$ cat config.mk
export PLATFORM = sky130hd
export DESIGN_NAME = fir_controller
export DESIGN_NICKNAME = d
export VERILOG_FILES = /design/src/rtl/fir_controller.sv
export SDC_FILE = /design/constraint.sdc
export NUM_CORES = 1
export LEC_CHECK = 0
export CORE_MARGIN = 5
export CORE_UTILIZATION = 52
export CTS_CLUSTER_SIZE = 30
export DETAILED_ROUTE_END_ITERATION = 7
export PLACE_DENSITY = 0.78
export RECOVER_POWER = 100
export SYNTH_ARGS = -nofsm -noshare
export SYNTH_HDL_FRONTEND = slang
export SYNTH_SLANG_ARGS = --single-unit
$ cat constraint.sdc
create_clock -name clk -period 2.2 [get_ports clk]
set_input_delay 0.44 -clock clk [delete_from_list [all_inputs] [get_ports clk]]
set_output_delay 0.44 -clock clk [all_outputs]
set_load 0.01 [all_outputs]
$ cat src/rtl/fir_controller.sv
// rtl/fir_controller.sv - Moore sequencer for the 4-tap FIR datapath
// Loads coefficients, then shifts/multiplies/accumulates one datapath op per cycle.
module fir_controller #(
  parameter int REG_AW = 4
) (
  input  logic              clk,
  input  logic              rst,
  input  logic              dr,
  input  logic              lc,
  input  logic              overflow,
  output logic              cnt_up,
  output logic              clear,
  output logic              modwait,
  output logic [2:0]        op,
  output logic [REG_AW-1:0] src1,
  output logic [REG_AW-1:0] src2,
  output logic [REG_AW-1:0] dest,
  output logic              err
);

  typedef enum logic [4:0] {
    IDLE, LOADC, WAITC, STORE, SH3, SH2, SH1, SHIN, ZERO,
    MUL0, ACC0, MUL1, ACC1, MUL2, ACC2, MUL3, ACC3, EIDLE
  } state_t;

  localparam logic [2:0] OP_NOP   = 3'd0;
  localparam logic [2:0] OP_COPY  = 3'd1;
  localparam logic [2:0] OP_LOAD1 = 3'd2;
  localparam logic [2:0] OP_LOAD2 = 3'd3;
  localparam logic [2:0] OP_ADD   = 3'd4;
  localparam logic [2:0] OP_SUB   = 3'd5;
  localparam logic [2:0] OP_MUL   = 3'd6;

  state_t              state;
  state_t              state_n;
  logic [1:0]          idx;
  logic [2:0]          op_n;
  logic [REG_AW-1:0]   src1_n;
  logic [REG_AW-1:0]   src2_n;
  logic [REG_AW-1:0]   dest_n;
  logic                cnt_up_n;
  logic                clear_n;
  logic                modwait_n;
  logic                err_n;

  always_comb begin
    state_n = state;
    unique case (state)
      IDLE, EIDLE: begin
        if (lc)      state_n = LOADC;
        else if (dr) state_n = STORE;
      end
      LOADC: state_n = WAITC;
      WAITC: begin
        if (lc)             state_n = LOADC;
        else if (idx == 2'd0) state_n = IDLE;
      end
      STORE: state_n = dr ? SH3 : EIDLE;
      SH3:   state_n = SH2;
      SH2:   state_n = SH1;
      SH1:   state_n = SHIN;
      SHIN:  state_n = ZERO;
      ZERO:  state_n = MUL0;
      MUL0:  state_n = ACC0;
      ACC0:  state_n = overflow ? EIDLE : MUL1;
      MUL1:  state_n = ACC1;
      ACC1:  state_n = overflow ? EIDLE : MUL2;
      MUL2:  state_n = ACC2;
      ACC2:  state_n = overflow ? EIDLE : MUL3;
      MUL3:  state_n = ACC3;
      ACC3:  state_n = overflow ? EIDLE : IDLE;
      default: state_n = IDLE;
    endcase
  end

  // Outputs are decoded from the state being entered so they are registered alongside it.
  always_comb begin
    op_n      = OP_NOP;
    src1_n    = '0;
    src2_n    = '0;
    dest_n    = '0;
    cnt_up_n  = 1'b0;
    clear_n   = 1'b0;
    modwait_n = 1'b0;
    err_n     = 1'b0;
    unique case (state_n)
      LOADC: begin
        op_n      = OP_LOAD2;
        dest_n    = REG_AW'(5) + REG_AW'(idx);
        clear_n   = (idx == 2'd0);
        modwait_n = 1'b1;
      end
      STORE: begin op_n = OP_LOAD1; dest_n = REG_AW'(10); modwait_n = 1'b1; end
      SH3:   begin op_n = OP_COPY; src1_n = REG_AW'(3);  dest_n = REG_AW'(4); modwait_n = 1'b1; end
      SH2:   begin op_n = OP_COPY; src1_n = REG_AW'(2);  dest_n = REG_AW'(3); modwait_n = 1'b1; end
      SH1:   begin op_n = OP_COPY; src1_n = REG_AW'(1);  dest_n = REG_AW'(2); modwait_n = 1'b1; end
      SHIN:  begin op_n = OP_COPY; src1_n = REG_AW'(10); dest_n = REG_AW'(1); modwait_n = 1'b1; end
      ZERO:  begin op_n = OP_SUB; cnt_up_n = 1'b1; modwait_n = 1'b1; end
      MUL0:  begin op_n = OP_MUL; src1_n = REG_AW'(1); src2_n = REG_AW'(5); dest_n = REG_AW'(9); modwait_n = 1'b1; end
      MUL1:  begin op_n = OP_MUL; src1_n = REG_AW'(2); src2_n = REG_AW'(6); dest_n = REG_AW'(9); modwait_n = 1'b1; end
      MUL2:  begin op_n = OP_MUL; src1_n = REG_AW'(3); src2_n = REG_AW'(7); dest_n = REG_AW'(9); modwait_n = 1'b1; end
      MUL3:  begin op_n = OP_MUL; src1_n = REG_AW'(4); src2_n = REG_AW'(8); dest_n = REG_AW'(9); modwait_n = 1'b1; end
      ACC0, ACC2: begin op_n = OP_ADD; src2_n = REG_AW'(9); modwait_n = 1'b1; end
      ACC1, ACC3: begin op_n = OP_SUB; src2_n = REG_AW'(9); modwait_n = 1'b1; end
      EIDLE: err_n = 1'b1;
      default: ;
    endcase
  end

  always_ff @(posedge clk) begin
    if (rst) begin
      state   <= IDLE;
      idx     <= 2'd0;
      op      <= OP_NOP;
      src1    <= '0;
      src2    <= '0;
      dest    <= '0;
      cnt_up  <= 1'b0;
      clear   <= 1'b0;
      modwait <= 1'b0;
      err     <= 1'b0;
    end else begin
      state   <= state_n;
      if (state == LOADC) idx <= idx + 2'd1;
      op      <= op_n;
      src1    <= src1_n;
      src2    <= src2_n;
      dest    <= dest_n;
      cnt_up  <= cnt_up_n;
      clear   <= clear_n;
      modwait <= modwait_n;
      err     <= err_n;
    end
  end

endmodule

==> impl_results.md, run 1 <==
* CTS Sinks at 26
* Largest net degree at the start of global routing at 17
* Critical path endpoint category: flip-flop
* Hpwl dp at between 2000 and 3000 microns
* Starting Density at 0.526
* Syn_area_per_cell at 8.72 sq um
* Vias in the first global route at 1349
* Register-to-register setup slack at 0.15 ns
* Synthesized instance count at between 150 and 200
* Synth warnings at 0
* Arrival time worst endpoint at 2.27 ns
* Setup bufs post-CTS at 0
* FMAX at 487 MHz
* Number of antenna violations at the first check in global routing at 0
* RSZ-0062 raised after global routing: no
* Worst vdd ir at 0.743 mV
* Clock transition at the registers of the reported paths at about 0.11 ns
* Synth top area cells: dfxtp_1, nor2b_1, nor2_1, a21oi_1, nand2b_1
* Period utilization at 0.933
* Clk root buf: clkbuf_4
* Worst Hold Launch: idx[1]
* Num CTS Buffers at 3
* Routed Antenna Nets at 0
* # hold bufs at CTS at 0
* Fin crit period at 2.05 ns
* Fillcell total at approximately 230
* Worst Hold End: idx[1]
* Setup Crit Path Kind: flip-flop to flip-flop
* Nets at roughly 210
* Total routed wirelength at 3510 microns
* Grt total ovfl at 0
* Share of layout cells above drive strength 1 at 0.197
* Rel. slew slack at 0.676
* Via density per instance at just under 6
* Yosys reg bits at 26
* Remaining DRCs at 0
* CP Launch Type: flip-flop
* Final Hold Viols at 0
* Worst-Margin Slew at 0.484 ns
* Final Slew Violations at 0
* Max-cap violations at 0
* Clk_lat worst skew at 0.31 ns
* Synth top cells by count: dfxtp_1, nor2_1, a21oi_1
* Post-DP Area at 1810 sq um
* Clock Skews at approximately 0.011 ns
* Syn nets at 169
* Clock tree buffer depth at 2
* R2r startpoint: state[0]
* R2r endpoint: op[0]
* Design area at 1810 sq um
* Via Count at roughly 1400
* PD cells at 674 nW/um^2
* Mapped cell area at 1410 sq um
* DR pass1 iterations at 4
* P_leak at 0.762 nW
* Hold path depth at 2
* Synth-to-Final Area Change at 28.3%
* CTS resizes at 0
* Ys flop type: dfxtp_1
* Most frequent cell after synthesis: dfxtp_1
* Worst r2r path cells at 7
* I/O pins at 24
* Gp weighted congestion at 0.943
* Final Setup Violations at 0
* Crit path required time at 2.42 ns
* CP max FO at 16
* Std cell rows at 19
* Sequential share of the synthesized area at 0.368
* Count of cell types in the netlist at 48
* Core area at 2690 sq um
* EDFF count, synth at 0
* First-pass GRT wire length at 6040 microns
* Status: finished clean
* Area occupied by registers at 520 sq um
* H-tree Lvls at 1
* Routed WL per cell at 15.0 microns
* Total Die Area at 3860 sq um
* Pwr Total at roughly 0.0012 W
* Antenna Cells at 0
* Hold Path Class: flip-flop to flip-flop
* Area of the multi-input gates at 817 sq um
* Overall global routing resource usage at 0.186
* Die X at 62.1 microns
* # port buffers at 23
* Top cell type's share of synthesized area at 0.368
* Die H at 62.1 microns
* TritonCTS clock tree: done
* Async SR Flop Fraction at 0
* Largest area contributor in the netlist: dfxtp_1
* First DRT Iteration DRCs at 39
## worst max-delay path by stage
stage / start / cells after the start / end
3_3_place_gp: lc / 7 / op[0]
5_1_grt: state[0] / 7 / clear
4_1_cts: state[0] / 6 / op[0]
3_5_place_dp: lc / 7 / op[0]
2_1_floorplan: dr / 6 / op[0]
6_report: state[0] / 7 / op[0]
## metal layers
layer,GRT usage,part of all wire,vias up
li1,-,-,666
met1,0.227,0.41,635
met2,0.308,0.51,41
met3,0.0523,0.063,8
met4,0.0678,0.023,0
met5,0,0,-
## cells by family (layout without fill, tap and decap cells)
kind of cell	after synthesis	after routing	synth area share
buffers and inverters	13	54	0.0487
AOI/OAI and AO/OA	44	44	0.230
muxes	1	1	0.00709
DFF	26	26	0.368
adders and majority gates	2	2	0.0177
and+or+nand+nor	75	75	0.322
xor gates and xnor gates	1	1	0.00620
## flip-flops by register name (all words and copies together) (netlist names)
register	count
clear	1
cnt_up	1
dest	4
err	1
idx	2
modwait	1
op	3
src1	4
src2	4
state	5
## layout by cell type, fill, tap and decap left out, types with 7 or more instances in the layout
master | synthesis | layout
a21oi_1 | 11 | 11
buf_4 | 0 | 20
dfxtp_1 | 26 | 26
dlygate4sd3_1 | 0 | 20
nand2_1 | 8 | 8
nand2b_1 | 8 | 8
nand3_1 | 7 | 7
nor2_1 | 16 | 16
nor2b_1 | 10 | 10
## through the flow
step	cells	worst slack, ns	utilization	setup TNS, ns	hold WS [ns]
4_1_cts	234	0.163	0.681	0	0.572
5_1_grt	234	0.0126	0.675	0	0.620
2_1_floorplan	162	0.431	-	0	0.491
6_report	234	0.147	0.675	0	0.571
3_5_place_dp	231	-0.147	0.673	-0.798	0.545
3_3_place_gp	231	-0.0704	0.673	-0.425	0.515
## worst max-delay path, stage by stage, from the launching register on
cell and delay [ns]:
dfxtp_1 0.64, nor2b_1 0.33, buf_4 0.17, a211oi_2 0.04, o21a_4 0.26, a31oi_4 0.15, a31oi_1 0.08, a311oi_2 0.30
## layout make-up
class	count	area share
Sequential cell	26	0.287
Clock buffer	3	0.0124
Timing Repair Buffer	47	0.220
Inverter	4	0.00828
Multi-Input combinational cell	123	0.451
Tap cell	31	0.0214
## report_power, final
part	switching (W)	leakage (nW)	internal [W]
registers	0.0000368	0.212	0.000518
logic	0.000243	0.537	0.000239
clock network	0.000122	0.0138	0.0000640
Note: power is estimated with default switching activity, not from simulation.
==> run 2, diff against run 1 <==
Settings changed: CORE_UTILIZATION 52 to 55, PLACE_DENSITY 0.78 to 0.82.
Clock period 2.2 ns to 2.4 ns, I/O delays scaled along.
==> run 2 against run 1 <==
  * Wire length up 0.48%
  * Register-to-register slack better by 0.07 ns
  * Count of clock-buffer cells in the layout up 1
  * Non-clock buffer count down 14
  * Largest cell class unchanged
  * Maximum frequency down 6.0%
  * Design area down 5.0%
  * Highest routed layer unchanged
  * Worst hold slack worse by 0.014 ns
  * Combinational power down 17%
  * Critical endpoint unchanged
==> impl_results.md, run 2 (same netlist as run 1, synthesis figures left out) <==
* Status: finished clean
* End point of the critical path: op[0]
* Final Setup Violations at 0 (unchanged)
* H-tree Lvls at 1 (unchanged)
* Worst r2r path cells at 7 (unchanged)
* PD cells at 651 nW/um^2 (-3.5%)
* Setup TNS at 0 ns (unchanged)
* Grt total ovfl at 0 (unchanged)
* Slowest cell on crit path: dfxtp_1
* Arrival time worst endpoint at 2.42 ns (+0.15 ns)
* Clk root buf: clkbuf_4
* CP max FO at 12 (-4)
* CTS resizes at 0 (unchanged)
* Register-to-register setup slack at 0.22 ns (+0.07 ns)
* First DRT Iteration DRCs at 82 (+110%)
* DR pass1 iterations at 5 (+1)
* Setup bufs post-CTS at 0 (unchanged)
* Post-Route Hold Slack at 0.557 ns (-0.0143 ns)
* Starting Density at 0.570 (+0.0444)
* Number of antenna violations at the first check in global routing at 0 (unchanged)
* Most frequent cells in the layout: dfxtp_1, dlygate4sd3_1, nor2_1, a21oi_1, nor2b_1
* # port buffers at 23 (unchanged)
* Gp weighted congestion at 0.896 (-5.0%)
* Max reg flops at 5 (unchanged)
* WP buf/inv at 1 (unchanged)
* Critical path, cell by cell: buf_4 > a211o_1 > a22o_1 > o21a_1 > a31oi_4 > a31oi_1 > a311oi_2
* Num CTS Buffers at 3 (unchanged)
* Routed Antenna Nets at 0 (unchanged)
* Crit path required time at 2.64 ns (+0.22 ns)
* Nets at 198 (-6.6%)
* CP Depth at 7 (unchanged)
* Total Die Area at 3680 sq um (-4.6%)
* CTS Sinks at 26 (unchanged)
* Fin crit period at 2.18 ns (+0.131 ns)
* TritonCTS clock tree: done
* CP startpoint: state[1]
* Remaining DRCs at 0 (unchanged)
* Via Count at 1291 (-4.4%)
* CP max stage delay at 0.46 ns (-0.18 ns)
* Rel. slew slack at 0.653 (-0.0235)
* P_leak at 0.707 nW (-7.2%)
* Via density per instance at 5.87 (+1.7%)
* Die H at 60.7 microns (-2.3%)
* Clock transition at the registers of the reported paths at 0.13 ns (+0.02 ns)
* Clock tree buffer depth at 2 (unchanged)
* Core area at 2480 sq um (-7.8%)
* Std cell rows at 18 (-1)
* Total routed wirelength at 3530 microns (+0.48%)
* Top delay family on crit path: compound AO/OA/AOI/OAI gates
* RSZ-0062 raised after global routing: no
* Vias in the first global route at 1192 (-12%)
* Commonest non-fill, non-tap cell in the layout: dfxtp_1
* R2r endpoint: op[0]
* Max-cap violations at 0 (unchanged)
* Worst vdd ir at 0.873 mV (+18%)
* Clock Skews at 0.00490 ns (-0.00580 ns)
* Clk_lat worst skew at 0.32 ns (about the same)
* Reg with most FFs: state
* CP Launch Type: flip-flop
* Antenna Cells at 0 (unchanged)
* Largest net degree at the start of global routing at 17 (unchanged)
* I/O pins at 24 (unchanged)
* Hpwl dp at 2740 microns (-4.0%)
* Setup Crit Path Kind: flip-flop to flip-flop
* Period utilization at 0.910 (-0.0230)
* Synth-to-Final Area Change at 21.9%
* Hold Path Class: flip-flop to flip-flop
* Critical path endpoint category: flip-flop
* Final Slew Violations at 0 (unchanged)
* Die X at 60.7 microns (-2.3%)
* # hold bufs at CTS at 0 (unchanged)
* R2r startpoint: state[1]
* Final Hold Viols at 0 (unchanged)
* Overall global routing resource usage at 0.208 (+0.0223)
* FMAX at 458 MHz (-6.0%)
* Worst-Margin Slew at 0.520 ns (+0.0361 ns)
* Routed WL per cell at 16.0 microns (+6.9%)
* First-pass GRT wire length at 5780 microns (-4.3%)
* Share of layout cells above drive strength 1 at 0.142 (-0.0549)
-- run 2: cell count changes in the layout (fill, tap and decap cells not counted), sizes merged --
cell	previous run	this run
buf	20	9
clkbuf	7	5
-- run 2: metal layers --
layer	GRT usage	vias up	part of all wire
li1	-	632	-
met1	0.281	591	0.43
met2	0.339	61	0.47
met3	0.0532	7	0.086
met4	0.0402	0	0.0091
met5	0	-	0
-- run 2: worst min path at each step --
stage	start	end	slack, ns	cells after the start
after floorplan	idx[1]	idx[1]	0.49	2
final	idx[1]	idx[1]	0.56	2
after global routing	idx[1]	idx[1]	0.60	2
after detailed placement	idx[1]	idx[1]	0.53	2
after global placement	idx[1]	idx[1]	0.53	2
after CTS	idx[1]	idx[1]	0.56	2
-- run 2: worst reg2reg max path, stage by stage (launching register included) --
cell and delay (ns):
dfxtp_1 0.46, buf_4 0.23, a211o_1 0.25, a22o_1 0.24, o21a_1 0.32, a31oi_4 0.20, a31oi_1 0.09, a311oi_2 0.30
-- run 2: area by class of cell --
class | count | area [sq um]
sequential | 26 | 520
tap | 30 | 37.5
clock buffer | 4 | 36.3
inverter | 4 | 15.0
timing repair buffer | 33 | 302
multi-input combinational | 123 | 811
fill | 213 | 756
-- run 2: metrics by stage --
step	util	instance area (sq um)	total power (W)	worst slack, ns	instances
6_report	0.695	1720	0.00112	0.215	220
3_5_place_dp	0.687	1700	0.000934	0.00645	216
3_3_place_gp	0.687	1700	0.000921	0.0484	216
5_1_grt	0.695	1720	0.00118	0.111	220
2_1_floorplan	-	1410	0.000791	0.591	162
4_1_cts	0.702	1740	0.00115	0.333	220
-- run 2: power breakdown --
group	total (W)	internal [W]	switching [W]
clock network	0.000213	0.0000929	0.000120
registers	0.000510	0.000475	0.0000350
logic	0.000398	0.000176	0.000222
==> run 3, diff against run 2 <==
Settings changed: CORE_MARGIN 5 to not set.
==> run 3 against run 2 <==
  * Total power shrank 6.9%
  * Clock skew shrank 0.0015 ns
  * Wire length shrank 11%
  * Design area shrank 3.6%
  * Sequential share of layout area grew 1.1 points
  * Global-route usage grew 4.5 points
  * Register-to-register slack is essentially flat
  * Die area shrank 25%
  * Flip-flop and latch count is the same
  * Non-clock buffer count shrank 4
  * Final cell count shrank 2.3%
  * Worst hold slack lost 0.013 ns
  * Critical endpoint is now dest[0]
==> impl_results.md, run 3 (same netlist as run 1, synthesis figures left out) <==
* Hold Path Class: flip-flop to flip-flop
* Reg with most FFs: state
* Hpwl dp at 2430 microns (-11%)
* Core area at 2450 sq um (-0.91%)
* Final Hold Viols at 0 (unchanged)
* Overall global routing resource usage at 0.253 (+0.0449)
* Nets at 194 (-2.0%)
* First-pass GRT wire length at 5190 microns (-10%)
* Post-DP Area at 1670 sq um (-1.8%)
* CP max FO at 8 (-4)
* Starting Density at 0.575 (+0.00523)
* Worst-Margin Slew at 0.554 ns (+0.0334 ns)
* Fillcell total at 214 (+0.47%)
* Clock Skews at 0.00342 ns (-0.00148 ns)
* Rel. slew slack at 0.630 (-0.0223)
* RSZ-0062 raised after global routing: no
* CP startpoint: lc
* Most frequent cells in the layout: dfxtp_1, dlygate4sd3_1, nor2_1, a21oi_1, nor2b_1
* Number of antenna violations at the first check in global routing at 0 (unchanged)
* Grt total ovfl at 0 (unchanged)
* Worst Hold Launch: idx[1]
* # hold bufs at CTS at 0 (unchanged)
* Gp weighted congestion at 0.934 (+4.3%)
* First DRT Iteration DRCs at 36 (-56%)
* Synth-to-Final Area Change at 17.4%
* Remaining DRCs at 0 (unchanged)
* R2r startpoint: state[1]
* H-tree Lvls at 1 (unchanged)
* Die X at 52.7 microns (-13%)
* I/O pins at 24 (unchanged)
* Commonest non-fill, non-tap cell in the layout: dfxtp_1
* Critical path endpoint category: flip-flop
* Die H at 52.7 microns (-13%)
* Final Slew Violations at 0 (unchanged)
* CTS resizes at 0 (unchanged)
* Total routed wirelength at 3130 microns (-11%)
* FMAX at 455 MHz (-0.62%)
* CP Launch Type: input port
* Via density per instance at 5.92 (+0.82%)
* Design area at 1660 sq um (-3.6%)
* Via Count at 1272 (-1.5%)
* Antenna Cells at 0 (unchanged)
* Routed WL per cell at 14.6 microns (-9.3%)
* CTS Sinks at 26 (unchanged)
* Status: finished clean
* Setup TNS at 0 ns (unchanged)
* Worst vdd ir at 0.569 mV (-35%)
* Clock transition at the registers of the reported paths at 0.12 ns (about the same)
* Arrival time worst endpoint at 2.41 ns (about the same)
* TritonCTS clock tree: done
* Share of layout cells above drive strength 1 at 0.108 (-0.0340)
* Total Die Area at 2780 sq um (-25%)
* Period utilization at 0.916 (+0.00564)
* # port buffers at 23 (unchanged)
* DR pass1 iterations at 4 (-1)
* Num CTS Buffers at 3 (unchanged)
* P_leak at 0.671 nW (-5.0%)
* Final Setup Violations at 0 (unchanged)
* Setup bufs post-CTS at 0 (unchanged)
* Fin crit period at 2.20 ns (+0.0135 ns)
* Vias in the first global route at 1165 (-2.3%)
* Crit path required time at 2.61 ns (-0.03 ns)
* Setup Crit Path Kind: input port to flip-flop
* Clock tree buffer depth at 2 (unchanged)
* PD cells at 629 nW/um^2 (-3.4%)
* Std cell rows at 18 (unchanged)
* Largest net degree at the start of global routing at 18 (+1)
* Max-cap violations at 0 (unchanged)
* Clk_lat worst skew at 0.31 ns (about the same)
* Routed Antenna Nets at 0 (unchanged)
* Max reg flops at 5 (unchanged)
* Clk root buf: clkbuf_4
-- run 3: through the flow --
step	utilization	std cells	hold WS [ns]	power, W	worst slack [ns]
2_1_floorplan	-	162	0.491	0.000791	0.591
3_3_place_gp	0.681	212	0.520	0.000901	0.0557
3_5_place_dp	0.681	212	0.523	0.000910	0.0165
4_1_cts	0.690	215	0.552	0.00108	0.336
5_1_grt	0.676	215	0.582	0.00110	0.0826
6_report	0.676	215	0.544	0.00104	0.202
-- run 3: power by group --
part	switching (W)	internal (W)
sequential	0.0000372	0.000475
clock	0.000115	0.0000588
combinational	0.000197	0.000160
total	0.000349	0.000694
-- run 3: path summary, 6_finish.rpt --
check                 end  slack [ns]  cells after the start
hold reg to reg    idx[1]        0.54                      2
hold / removal     idx[1]        0.54                      2
setup / recovery  dest[0]        0.20                      7
setup reg to reg  dest[1]        0.21                      6
-- run 3: area by class of cell --
class | count | area, sq um | area share
tap | 30 | 37.5 | 0.0226
sequential | 26 | 520 | 0.314
timing repair buffer | 29 | 272 | 0.164
inverter | 4 | 15.0 | 0.00905
clock buffer | 3 | 22.5 | 0.0136
multi-input combinational | 123 | 792 | 0.477
-- run 3: per-layer routing --
metal,track usage,share of wire
met1,0.319,0.46
met3,0.0783,0.063
met5,0,0
met4,0.0877,0.022
met2,0.403,0.46
-- run 3: worst max-delay path: stages --
cell and delay [ns]:
clkdlybuf4s50_1 0.47, a211o_1 0.32, a22o_1 0.24, o21a_1 0.32, and2_0 0.23, a21oi_1 0.22, o22ai_1 0.12
